## src/rtl/regfile_wb_pkg.sv

```systemverilog
// regfile_wb_pkg: shared MIPS definitions for the write-back stage
package regfile_wb_pkg;

    localparam int ADDR_SIZE_DEF = 5;
    localparam int WORD_SIZE_DEF = 32;
    localparam int REG_ZERO      = 0;

endpackage

```

## src/rtl/regfile_wb_fifo.sv

```systemverilog
// wb_fifo: small power-of-two FIFO buffering load results awaiting a write port
module wb_fifo #(
    parameter int DEPTH = 2,
    parameter int W     = 37
) (
    input  logic         clk_i,
    input  logic         rst_i,
    input  logic         push_i,
    input  logic         pop_i,
    input  logic [W-1:0] data_i,
    output logic         full_o,
    output logic         empty_o,
    output logic [W-1:0] head_o
);

    localparam int PW = $clog2(DEPTH);

    logic [W-1:0]  mem [DEPTH];
    logic [PW-1:0] wr_ptr;
    logic [PW-1:0] rd_ptr;
    logic [PW:0]   count;
    logic          do_push;
    logic          do_pop;

    assign full_o  = count == (PW+1)'(DEPTH);
    assign empty_o = count == '0;
    assign head_o  = mem[rd_ptr];
    assign do_push = push_i && !full_o;
    assign do_pop  = pop_i && !empty_o;

    // pointers wrap naturally since DEPTH is a power of two
    always_ff @(posedge clk_i or posedge rst_i) begin
        if (rst_i) begin
            wr_ptr <= '0;
            rd_ptr <= '0;
            count  <= '0;
        end else begin
            if (do_push) wr_ptr <= wr_ptr + 1'b1;
            if (do_pop) rd_ptr <= rd_ptr + 1'b1;
            count <= count + {{PW{1'b0}}, do_push} - {{PW{1'b0}}, do_pop};
        end
    end

    // storage needs no reset; occupancy is tracked by count
    always_ff @(posedge clk_i) begin
        if (do_push) mem[wr_ptr] <= data_i;
    end

endmodule

```

## src/rtl/regfile_wb.sv

```systemverilog
// regfile_wb: register-file write-back arbiter (ALU first, buffered loads) with load scoreboard
module regfile_wb
    import regfile_wb_pkg::*;
#(
    parameter int ADDR_SIZE = ADDR_SIZE_DEF,
    parameter int WORD_SIZE = WORD_SIZE_DEF,
    parameter int MEM_DEPTH = 2
) (
    input  logic                 clk_i,
    input  logic                 rst_i,
    input  logic                 alu_valid_i,
    input  logic [ADDR_SIZE-1:0] alu_rd_i,
    input  logic [WORD_SIZE-1:0] alu_data_i,
    input  logic                 mem_valid_i,
    output logic                 mem_ready_o,
    input  logic [ADDR_SIZE-1:0] mem_rd_i,
    input  logic [WORD_SIZE-1:0] mem_data_i,
    input  logic                 iss_en_i,
    input  logic [ADDR_SIZE-1:0] iss_rd_i,
    input  logic [ADDR_SIZE-1:0] rs_i,
    input  logic [ADDR_SIZE-1:0] rt_i,
    output logic                 rs_busy_o,
    output logic                 rt_busy_o,
    output logic                 rd_en_o,
    output logic [ADDR_SIZE-1:0] rd_o,
    output logic [WORD_SIZE-1:0] rd_data_o
);

    localparam int NREG = 2 ** ADDR_SIZE;
    localparam int EW   = ADDR_SIZE + WORD_SIZE;
    localparam logic [ADDR_SIZE-1:0] RZ = ADDR_SIZE'(REG_ZERO);

    logic                 fifo_full;
    logic                 fifo_empty;
    logic [EW-1:0]        fifo_head;
    logic                 alu_wr;
    logic                 mem_push;
    logic                 bypass;
    logic                 ld_take;
    logic                 ld_wr;
    logic [ADDR_SIZE-1:0] ld_rd;
    logic [WORD_SIZE-1:0] ld_data;
    logic [NREG-1:0]      pending;
    logic [NREG-1:0]      set_mask;
    logic [NREG-1:0]      clr_mask;

    assign alu_wr      = alu_valid_i && alu_rd_i != RZ;
    assign mem_ready_o = !fifo_full;
    assign mem_push    = mem_valid_i && mem_ready_o;
    // an empty FIFO with a free write port lets the offered load go straight out
    assign bypass      = fifo_empty && mem_push && !alu_wr;
    assign ld_take     = !alu_wr && (!fifo_empty || mem_push);
    assign ld_rd       = fifo_empty ? mem_rd_i : fifo_head[EW-1:WORD_SIZE];
    assign ld_data     = fifo_empty ? mem_data_i : fifo_head[WORD_SIZE-1:0];
    assign ld_wr       = ld_take && ld_rd != RZ;
    assign set_mask    = (iss_en_i && iss_rd_i != RZ) ? NREG'(1) << iss_rd_i : '0;
    assign clr_mask    = ld_wr ? NREG'(1) << ld_rd : '0;
    assign rs_busy_o   = pending[rs_i];
    assign rt_busy_o   = pending[rt_i];

    wb_fifo #(
        .DEPTH(MEM_DEPTH),
        .W    (EW)
    ) u_fifo (
        .clk_i  (clk_i),
        .rst_i  (rst_i),
        .push_i (mem_push && !bypass),
        .pop_i  (ld_take && !fifo_empty),
        .data_i ({mem_rd_i, mem_data_i}),
        .full_o (fifo_full),
        .empty_o(fifo_empty),
        .head_o (fifo_head)
    );

    // write port: ALU wins, else a load; address/data hold when nothing is written
    always_ff @(posedge clk_i or posedge rst_i) begin
        if (rst_i) begin
            rd_en_o   <= 1'b0;
            rd_o      <= '0;
            rd_data_o <= '0;
        end else begin
            rd_en_o <= alu_wr || ld_wr;
            if (alu_wr) begin
                rd_o      <= alu_rd_i;
                rd_data_o <= alu_data_i;
            end else if (ld_wr) begin
                rd_o      <= ld_rd;
                rd_data_o <= ld_data;
            end
        end
    end

    // pending-load mask: a new issue outranks a same-cycle commit to the same register
    always_ff @(posedge clk_i or posedge rst_i) begin
        if (rst_i) pending <= '0;
        else pending <= (pending & ~clr_mask) | set_mask;
    end

endmodule

```

## config.mk

```make
export PLATFORM = sky130hd
export DESIGN_NAME = regfile_wb
export DESIGN_NICKNAME = d
export VERILOG_FILES = /design/src/rtl/regfile_wb_pkg.sv /design/src/rtl/regfile_wb_fifo.sv /design/src/rtl/regfile_wb.sv
export SDC_FILE = /design/constraint.sdc
export NUM_CORES = 1
export LEC_CHECK = 0
export BUFFER_PORTS_ARGS = -buffer_cell sky130_fd_sc_hd__buf_2
export CORE_UTILIZATION = 50
export CTS_CLUSTER_SIZE = 40
export DETAILED_ROUTE_END_ITERATION = 10
export GPL_ROUTABILITY_DRIVEN = 1
export GPL_TIMING_DRIVEN = 0
export HOLD_SLACK_MARGIN = 0.1
export PLACE_DENSITY_LB_ADDON = 0.12
export RECOVER_POWER = 25
export SETUP_SLACK_MARGIN = 0.4
export SYNTH_ARGS = -nofsm -noshare
export SYNTH_HDL_FRONTEND = slang
export SYNTH_SLANG_ARGS = --single-unit
```

## constraint.sdc

```tcl
create_clock -name clk_i -period 3.98 [get_ports clk_i]
set_input_delay 0.597 -clock clk_i [delete_from_list [all_inputs] [get_ports clk_i]]
set_output_delay 0.597 -clock clk_i [all_outputs]
set_load 0.005 [all_outputs]
```

Yosys cells after proc, flatten, opt, wreduce, memory -nomap -nowiden
Memories as Yosys holds them, arrays and structs flattened.
Index checks and enable logic that the tools add are counted.
- output and inout port bits: 41
- memory bits (writable): 74
- register bits after elaboration: 74
- bits of input ports: 94
- logic and storage cells: 56
- memories: 1
- memories (name ; words ; width ; rd ports ; clocked after Yosys merged registers in ; wr ports ; line ; text):
    u_fifo.mem ; 2 ; 37 ; 1 ; 0 ; 1 ; regfile_wb_fifo.sv:18 ; logic [W-1:0] mem [DEPTH];
- order comparisons: 2
- reductions and logical operators: 22
- shift operators: 2
- add/subtract/negate cells: 4
- eq/ne operators: 1
- bitwise operators: 3
- multiplexer cells: 14
- operators by type and width (operator ; count):
    two-way mux 32 bit ; 5
    << shifter 1 x 5 -> 32 bit, first input constant ; 2
    AND 32 bit ; 1
    NOT 32 bit ; 1
    OR 32 bit ; 1
    two-way mux 5 bit ; 3
    nonzero test 5 bit ; 3
    < comparator 5 x 6 -> 1 bit, second input constant ; 2
    logical AND 1 bit ; 11
    binary-select mux 1 bit (select 5 bit) ; 2
    logical NOT 1 bit ; 4
    two-way mux 1 bit ; 4
    adder 1 bit, second input constant ; 2
    adder 2 x 1 -> 2 bit ; 1
    == test 2 bit, second input constant ; 1
    logical NOT 2 bit ; 1
    logical OR 1 bit ; 2
    nonzero test 2 bit ; 1
    subtractor 2 x 1 -> 2 bit ; 1

Depth between registers and ports, before layout
Gate-level depths: netlist of the first run.
- depth after elaboration: 10
- depth in mapped cells: 10
- depth with buffers taken out: 8

By module
A second synthesis of the first run with hierarchy kept.
- cell total of the unflattened synthesis: 654
- area total of the unflattened synthesis: 7287.0 um^2
- modules (own cells, without submodules) (module ; area an instance (um^2) ; instances ; cells an instance ; seq. area each (um^2)):
    regfile_wb ; 4332.9 ; 1 ; 520 ; 1751.7
    wb_fifo ; 2954.1 ; 1 ; 134 ; 2322.2

Least setup slack after synthesis of the first run
Ideal clock, no wire load.
- path kind: input -> register
- from: in mem_valid_i
- to: mem u_fifo.mem[0][0] (enable)
- arrival: 2.820 ns
- stages on the path: 4
- data required time: 3.549 ns
- library setup time: 0.431 ns
- setup slack: 0.729 ns
- cell sequence: clkbuf_1 -> buf_1 -> nand2_1 -> nor2_1
- word-level cells in the longest chain between the ends: 8
- ends and longest elaborated chain (what ; line ; text):
    start, declared ; regfile_wb.sv:14 ; input logic mem_valid_i,
    logical AND 1 bit * ; regfile_wb.sv:49 ; assign mem_push = mem_valid_i && mem_ready_o;
    logical AND 1 bit (2 in a row) ; regfile_wb.sv:51 ; assign bypass = fifo_empty && mem_push && !alu_wr;
    logical NOT 1 bit ; regfile_wb.sv:67 ; .push_i (mem_push && !bypass),
    logical AND 1 bit * ; regfile_wb.sv:67 ;
    logical AND 1 bit * ; regfile_wb_fifo.sv:28 ; assign do_push = push_i && !full_o;
    two-way mux 1 bit * ; regfile_wb_fifo.sv:46 ; if (do_push) mem[wr_ptr] <= data_i;
    two-way mux 1 bit (implied by the code) * ; regfile_wb_fifo.sv:46 ;
    end, declared ; regfile_wb_fifo.sv:18 ;
Every way passes the cells marked *; elsewhere a longest branch is shown, timed or not.

Worst setup path in the final report of the first run
- from: in rs_i[0]
- to: out rs_busy_o
- word-level cells in the longest chain between the ends: 2
- ends and longest elaborated chain (what ; line ; text):
    start, declared ; regfile_wb.sv:20 ; input logic [ADDR_SIZE-1:0] rs_i,
    binary-select mux 1 bit (select 5 bit) ; regfile_wb.sv:58 ; assign rs_busy_o = pending[rs_i];
    two-way mux 1 bit (implied by the code) ; regfile_wb.sv:58 ;
    end, declared ; regfile_wb.sv:22 ; output logic rs_busy_o,
Every way passes these cells. The select of a mux whose other input is x is not followed.

==> flow_summary_export.csv, run 1 <==
group,metric,value,unit
synthesis,synthTopCellsByArea,"edfxtp_1 (32%), dfrtp_1 (26%), o211ai_1 (7.3%), mux4_2 (6.4%), o21ai_0 (6.1%)",
place,dpl.hpwl,13210,um
hold_path,hold_class,"in -> async",
synthesis,syn_area_per_cell,11.75,um2
routing,wl_per_cell,19.42,um
pwr,power_density,735.1,nW/um2
run,maxCapViolCount,0,
global_route,antenna_found_initial,1,
routing,drc,0,
clocking,cts_buffers,17,
cells_and_area,multiInputGateArea,2729,um2
critical_path,critPathMaxFanout,8,
sta,fin_skew,0.009964,ns
synthesis,netlist.area_leader.share,31.67,%
sta,setup_viol,0,
synthesis,yosysSeqAreaShare,58.06,%
clocking,cts_root_buffer,"clkbuf_16",
routing,routed_via_density,5.882,
cells_and_area,final_nets,844,
clocking,h-tree-depth,4,
cells_and_area,fill_cells,1145,
clocking,cts-resized-gates,0,
place,globalplace.congestion,0.8539,
synthesis,yosysWarnings,0,
sta,fmax,312.0,MHz
critical_path,worstPathRequired,3.38,ns
floorplanning,fp-row-count,42,
place,io_buffers,129,
floorplanning,dieArea,14510,um2
cells_and_area,drive_above_1_share,23.52,%
floorplanning,core_area,13450,um2
cells_and_area,final_cell_area,8596,um2
synthesis,netlist_instances,597,
global_route,grt_max_degree,55,
routing,ant_nets,0,
place,place_area,7969,um2
synthesis,ys_ff_latch,148,
sta,layout_min_cycle_time,3.205,ns
clocking,clock_sinks,148,
sta,whs,0.3816,ns
routing,drt-total-wl,18210,um
pwr,p_leak,3.340,nW
sta,setup_ws,0.7753,ns
sta,hold_viol,0,
cells_and_area,area_growth,22.50,%
synthesis,ys_types,35,
sta,worst_slew_pin_slew,1.102,ns
clocking,cts_tree,"yes",
routing,drt_iter0_drc,345,
sta,relSlewSlack,26.10,%
global_route,grt_overflow,0,
critical_path,crit_type,"in -> out",
critical_path,crit_arrival,2.61,ns
critical_path,start_kind,"primary input",
global_route,grt_pass1_wl,28970,um
run_status,status,"finished clean",
sta,rsz0062_at_grt,"false",
global_route,track_usage,26.49,%
clocking,holdBufCountCts,0,
synthesis,syn_nets,693,
pwr,vdd_drop_max,0.2934,mV
clocking,worstSkewPairLatency,0.42,ns
routing,drt-pass1-iter-count,4,
critical_path,endpoint_kind,"output port",
global_route,grt_pass1_vias,5568,
synthesis,synth_top_area_cell,"edfxtp_1",
synthesis,syn-cell-area,7017,um2
cells_and_area,final-seq-area,4074,um2
clocking,cts_buffer_depth,2,
floorplanning,chipHeight,120.5,um
clocking,post-cts-setup-buffer-count,0,
sta,finalCritPeriodShare,80.52,%
floorplanning,die_x,120.5,um
floorplanning,start_util,52.16,%
clocking,path_clk_slew,0.06,ns
floorplanning,io_pins,135,
place,dp_worst_setup_slack,0.7344,ns
routing,routed-via-count,5517,
sta,drv_slew,0,
-- registers in the layout, indices dropped and copies added (netlist names) --
signal and flops:
pending 32, rd_data_o 32, rd_en_o 1, rd_o 5, u_fifo.count 2, u_fifo.mem 74, u_fifo.rd_ptr 1, u_fifo.wr_ptr 1
-- final cells by class --
class	instances	share of cell area [%]
sequential	148	47.39
multi-input combinational	397	31.75
timing repair buffer	132	7.904
clock buffer	27	6.841
tap	176	2.562
buffer	48	2.416
clock inverter	5	0.9170
inverter	4	0.1892
antenna	1	0.02911
-- worst paths after layout --
kind	from	end	slack, ns	depth (start not counted)
max in group asynchronous	rst_i	rd_o[3]$_DFFE_PP0P_	2.86	3
setup reg to reg	u_fifo.count[1]$_DFF_PP0_	u_fifo.count[1]$_DFF_PP0_	1.25	10
hold / removal	rst_i	rd_data_o[5]$_DFFE_PP0P_	0.38	2
setup / recovery	rs_i[0]	rs_busy_o	0.78	5
hold reg to reg	pending[0]$_DFF_PP0_	pending[0]$_DFF_PP0_	0.51	1
min in group clk_i	alu_data_i[17]	rd_data_o[17]$_DFFE_PP0P_	0.39	3
-- stage by stage --
step | power, W | setup TNS (ns) | std cells | util (%)
after floorplan | 0.003807 | 0 | 597 | -
after global placement | 0.004493 | -28.06 | 902 | 58.59
after detailed placement | 0.004603 | 0 | 905 | 59.24
after CTS | 0.006348 | 0 | 937 | 64.19
after global routing | 0.006662 | 0 | 937 | 63.88
final | 0.006319 | 0 | 938 | 63.90
-- critical path, stage by stage --
cell,delay [ns]
clkbuf_1,0.53
mux4_2,0.61
mux4_2,0.47
mux2_2,0.27
buf_2,0.12
-- cells by family after synthesis --
logic type,after synthesis,share of synthesized area (%)
fa+ha+maj,2,0.3566
compound gates,178,15.92
simple gates,154,9.968
xor+xnor,4,0.4994
flops,148,58.06
mux,59,12.02
buf+inv,52,3.174
-- layout by cell type (no fill, tap or decap), types with 4 or more instances in the layout --
master	count
buf_2	106
o21ai_0	86
nand2_1	80
dfrtp_1	74
edfxtp_1	74
o211ai_1	68
clkbuf_1	66
nand3_1	48
mux2i_1	37
clkbuf_16	21
mux4_2	20
o21ai_2	8
buf_1	5
nor3_1	5
a21oi_1	5
a21o_1	4
nor2_1	4
clkbuf_8	4
-- cells in the mapped netlist (all sizes together) --
cell type	n
o211ai	68
a21o	4
mux4	20
ha	2
inv	4
edfxtp	74
xor2	1
o31ai	3
o21ai	95
clkbuf	31
and3	1
mux2i	37
nor2	5
or2	3
or3	1
o21a	2
nor2b	3
a21oi	5
nand3	48
xnor2	3
mux2	2
nand2	80
buf	17
nand4	3
a31o	1
nor3	5
nand2b	2
or4	3
dfrtp	74
-- report_power, final --
part | leakage, nW | internal (W) | switching, W
sequential | 1.58 | 0.00212 | 0.000252
combinational | 1.43 | 0.000904 | 0.00130
clock | 0.330 | 0.00114 | 0.000600
total | 3.34 | 0.00416 | 0.00215
-- per-layer routing --
| metal | share of wire (%) | GRT usage (%) |
|---|---|---|
| met4 | 2.7 | 10.88 |
| met3 | 5.6 | 6.179 |
| met5 | 0 | 0 |
| met1 | 41 | 33.24 |
| met2 | 51 | 44.29 |
Power figures use the tool's default switching activity.
==> run 2: changes to the inputs <==
==> constraint.sdc (replaced) <==
create_clock -name clk_i -period 3.3 [get_ports clk_i]
set_input_delay 0.495 -clock clk_i [delete_from_list [all_inputs] [get_ports clk_i]]
set_output_delay 0.495 -clock clk_i [all_outputs]
set_load 0.005 [all_outputs]
==> run 2 against run 1 <==
Register-to-register slack worse by 0.61 ns; critical endpoint unchanged; setup slack worse by 0.22 ns; largest power group unchanged; sequential power up 21%; die area unchanged; combinational power up 22%; flip-flop and latch count unchanged; core utilization down 0.33 points; routed wire length up 2.2%.
==> flow_summary_export.csv, run 2 (synthesis results as in run 1) <==
group,metric,value,unit
sta,drv_slew,0,
run,maxCapViolCount,0,
place,globalplace.congestion,0.9422,
cells_and_area,area_growth,21.88,%
critical_path,critPathMaxFanout,8,
routing,routed_via_density,5.990,
sta,whs,0.2876,ns
global_route,track_usage,27.04,%
floorplanning,fp-row-count,42,
pwr,vdd_drop_max,0.4642,mV
clocking,worstSkewPairLatency,0.42,ns
hold_path,hold_class,"in -> reg",
critical_path,worstPathRequired,2.80,ns
floorplanning,chipHeight,120.5,um
sta,worst_slew_pin_slew,0.9518,ns
cells_and_area,largest_register,"u_fifo.mem",
floorplanning,start_util,52.16,%
cells_and_area,fill_cells,1134,
routing,drc,0,
sta,finalCritPeriodShare,83.15,%
clocking,cts_buffers,17,
global_route,antenna_found_initial,1,
global_route,grt_pass1_wl,29680,um
global_route,grt_pass1_vias,5622,
cells_and_area,final_nets,845,
clocking,clock_sinks,148,
critical_path,start_kind,"primary input",
place,io_buffers,129,
sta,fin_skew,0.01014,ns
sta,rsz0062_at_grt,"false",
floorplanning,io_pins,135,
sta,layout_min_cycle_time,2.744,ns
pwr,power_density,884.6,nW/um2
global_route,grt_max_degree,58,
critical_path,endpoint_kind,"output port",
clocking,cts_buffer_depth,2,
cells_and_area,layout_common_cells,"buf_2 (102), o21ai_0 (86), nand2_1 (80), dfrtp_1 (74), edfxtp_1 (74)",
cells_and_area,reg.largest.list,"u_fifo.mem: 74 flops, pending: 32 flops, rd_data_o: 32 flops",
clocking,post-cts-setup-buffer-count,0,
routing,wl_per_cell,19.81,um
clocking,h-tree-depth,4,
routing,routed-via-count,5625,
sta,hold_viol,0,
critical_path,crit_arrival,2.25,ns
cells_and_area,final_common_cell,"buf_2",
floorplanning,dieArea,14510,um2
cells_and_area,drive_above_1_share,22.83,%
clocking,cts_tree,"yes",
clocking,path_clk_slew,0.06,ns
pwr,p_leak,3.305,nW
global_route,grt_overflow,0,
routing,drt-total-wl,18610,um
cells_and_area,largest_register_ffs,74,
routing,ant_nets,0,
sta,relSlewSlack,36.20,%
routing,drt_iter0_drc,460,
sta,fin_setup_tns,0,ns
cells_and_area,finish.utilization,63.57,%
sta,setup_viol,0,
clocking,cts_root_buffer,"clkbuf_16",
critical_path,crit_type,"in -> out",
floorplanning,core_area,13450,um2
place,dpl.hpwl,13150,um
sta,fmax,364.4,MHz
routing,drt-pass1-iter-count,5,
run_status,status,"finished clean",
floorplanning,die_x,120.5,um
[run 2: cell types whose count changed in the layout (fill, tap and decap cells not counted), moves of 2 or more]
cell	change
bufinv_16	+2
clkbuf_2	+3
clkinvlp_4	+2
buf_2	-4
clkbuf_16	-4
clkinv_1	+4
clkbuf_8	-3
[run 2: path summary, 6_finish.rpt]
check / from / end / slack [ns] / depth (start not counted)
worst max-delay path: rs_i[0] / rs_busy_o / 0.56 / 5
worst min-delay path: alu_data_i[13] / rd_data_o[13]$_DFFE_PP0P_ / 0.29 / 3
worst max register to register: u_fifo.rd_ptr$_DFFE_PP0P_ / rd_data_o[14]$_DFFE_PP0P_ / 0.64 / 8
worst min register to register: pending[0]$_DFF_PP0_ / pending[0]$_DFF_PP0_ / 0.50 / 1
max in group asynchronous: rst_i / rd_o[0]$_DFFE_PP0P_ / 1.77 / 4
min in group asynchronous: rst_i / rd_data_o[6]$_DFFE_PP0P_ / 0.78 / 3
[run 2: where the power goes]
group | leakage (nW) | total, W | internal, W | switching (W)
logic | 1.44 | 0.00269 | 0.00110 | 0.00160
registers | 1.58 | 0.00287 | 0.00256 | 0.000315
clock network | 0.290 | 0.00200 | 0.00127 | 0.000730
[run 2: critical path: stages]
cell and delay, ns:
clkbuf_2 0.29, mux4_2 0.58, mux4_2 0.49, mux2_2 0.27, buf_2 0.12
[run 2: through the flow]
stage               power, W  setup WS, ns  cell area [um2]  instances
CTS                 0.007573        0.5391             8596        938
floorplan           0.004591        0.6116             7019        597
detailed placement  0.005580        0.2447             7976        905
global route        0.007973        0.4322             8549        938
finish              0.007565        0.5561             8552        939
global placement    0.005424       -0.2349             7885        902
[run 2: final cells by class]
| type | instances | area [um2] | share of cell area, % |
|---|---|---|---|
| Antenna cell | 1 | 2.502 | 0.02926 |
| Buffer | 48 | 211.5 | 2.473 |
| Clock buffer | 20 | 446.7 | 5.223 |
| Clock inverter | 12 | 160.2 | 1.873 |
| Inverter | 4 | 16.27 | 0.1902 |
| Multi-Input combinational cell | 397 | 2729 | 31.91 |
| Sequential cell | 148 | 4074 | 47.64 |
| Tap cell | 176 | 220.2 | 2.575 |
| Timing Repair Buffer | 133 | 691.9 | 8.091 |
[run 2: per-layer routing]
metal	GRT usage (%)	wire [um]	part of all wire, %	vias up
met4	9.722	289	1.6	0
met1	34.67	7702	41	2815
met2	45.51	9511	51	214
met5	0	0	0	-
li1	-	-	-	2567
met3	5.613	1103	5.9	29
[run 2: timing repair]
action                                  CTS  global route
hold buffers                              1             0
endpoints found under the setup margin    2             1
resized for setup                         2             2
endpoints found under the hold margin    17             0
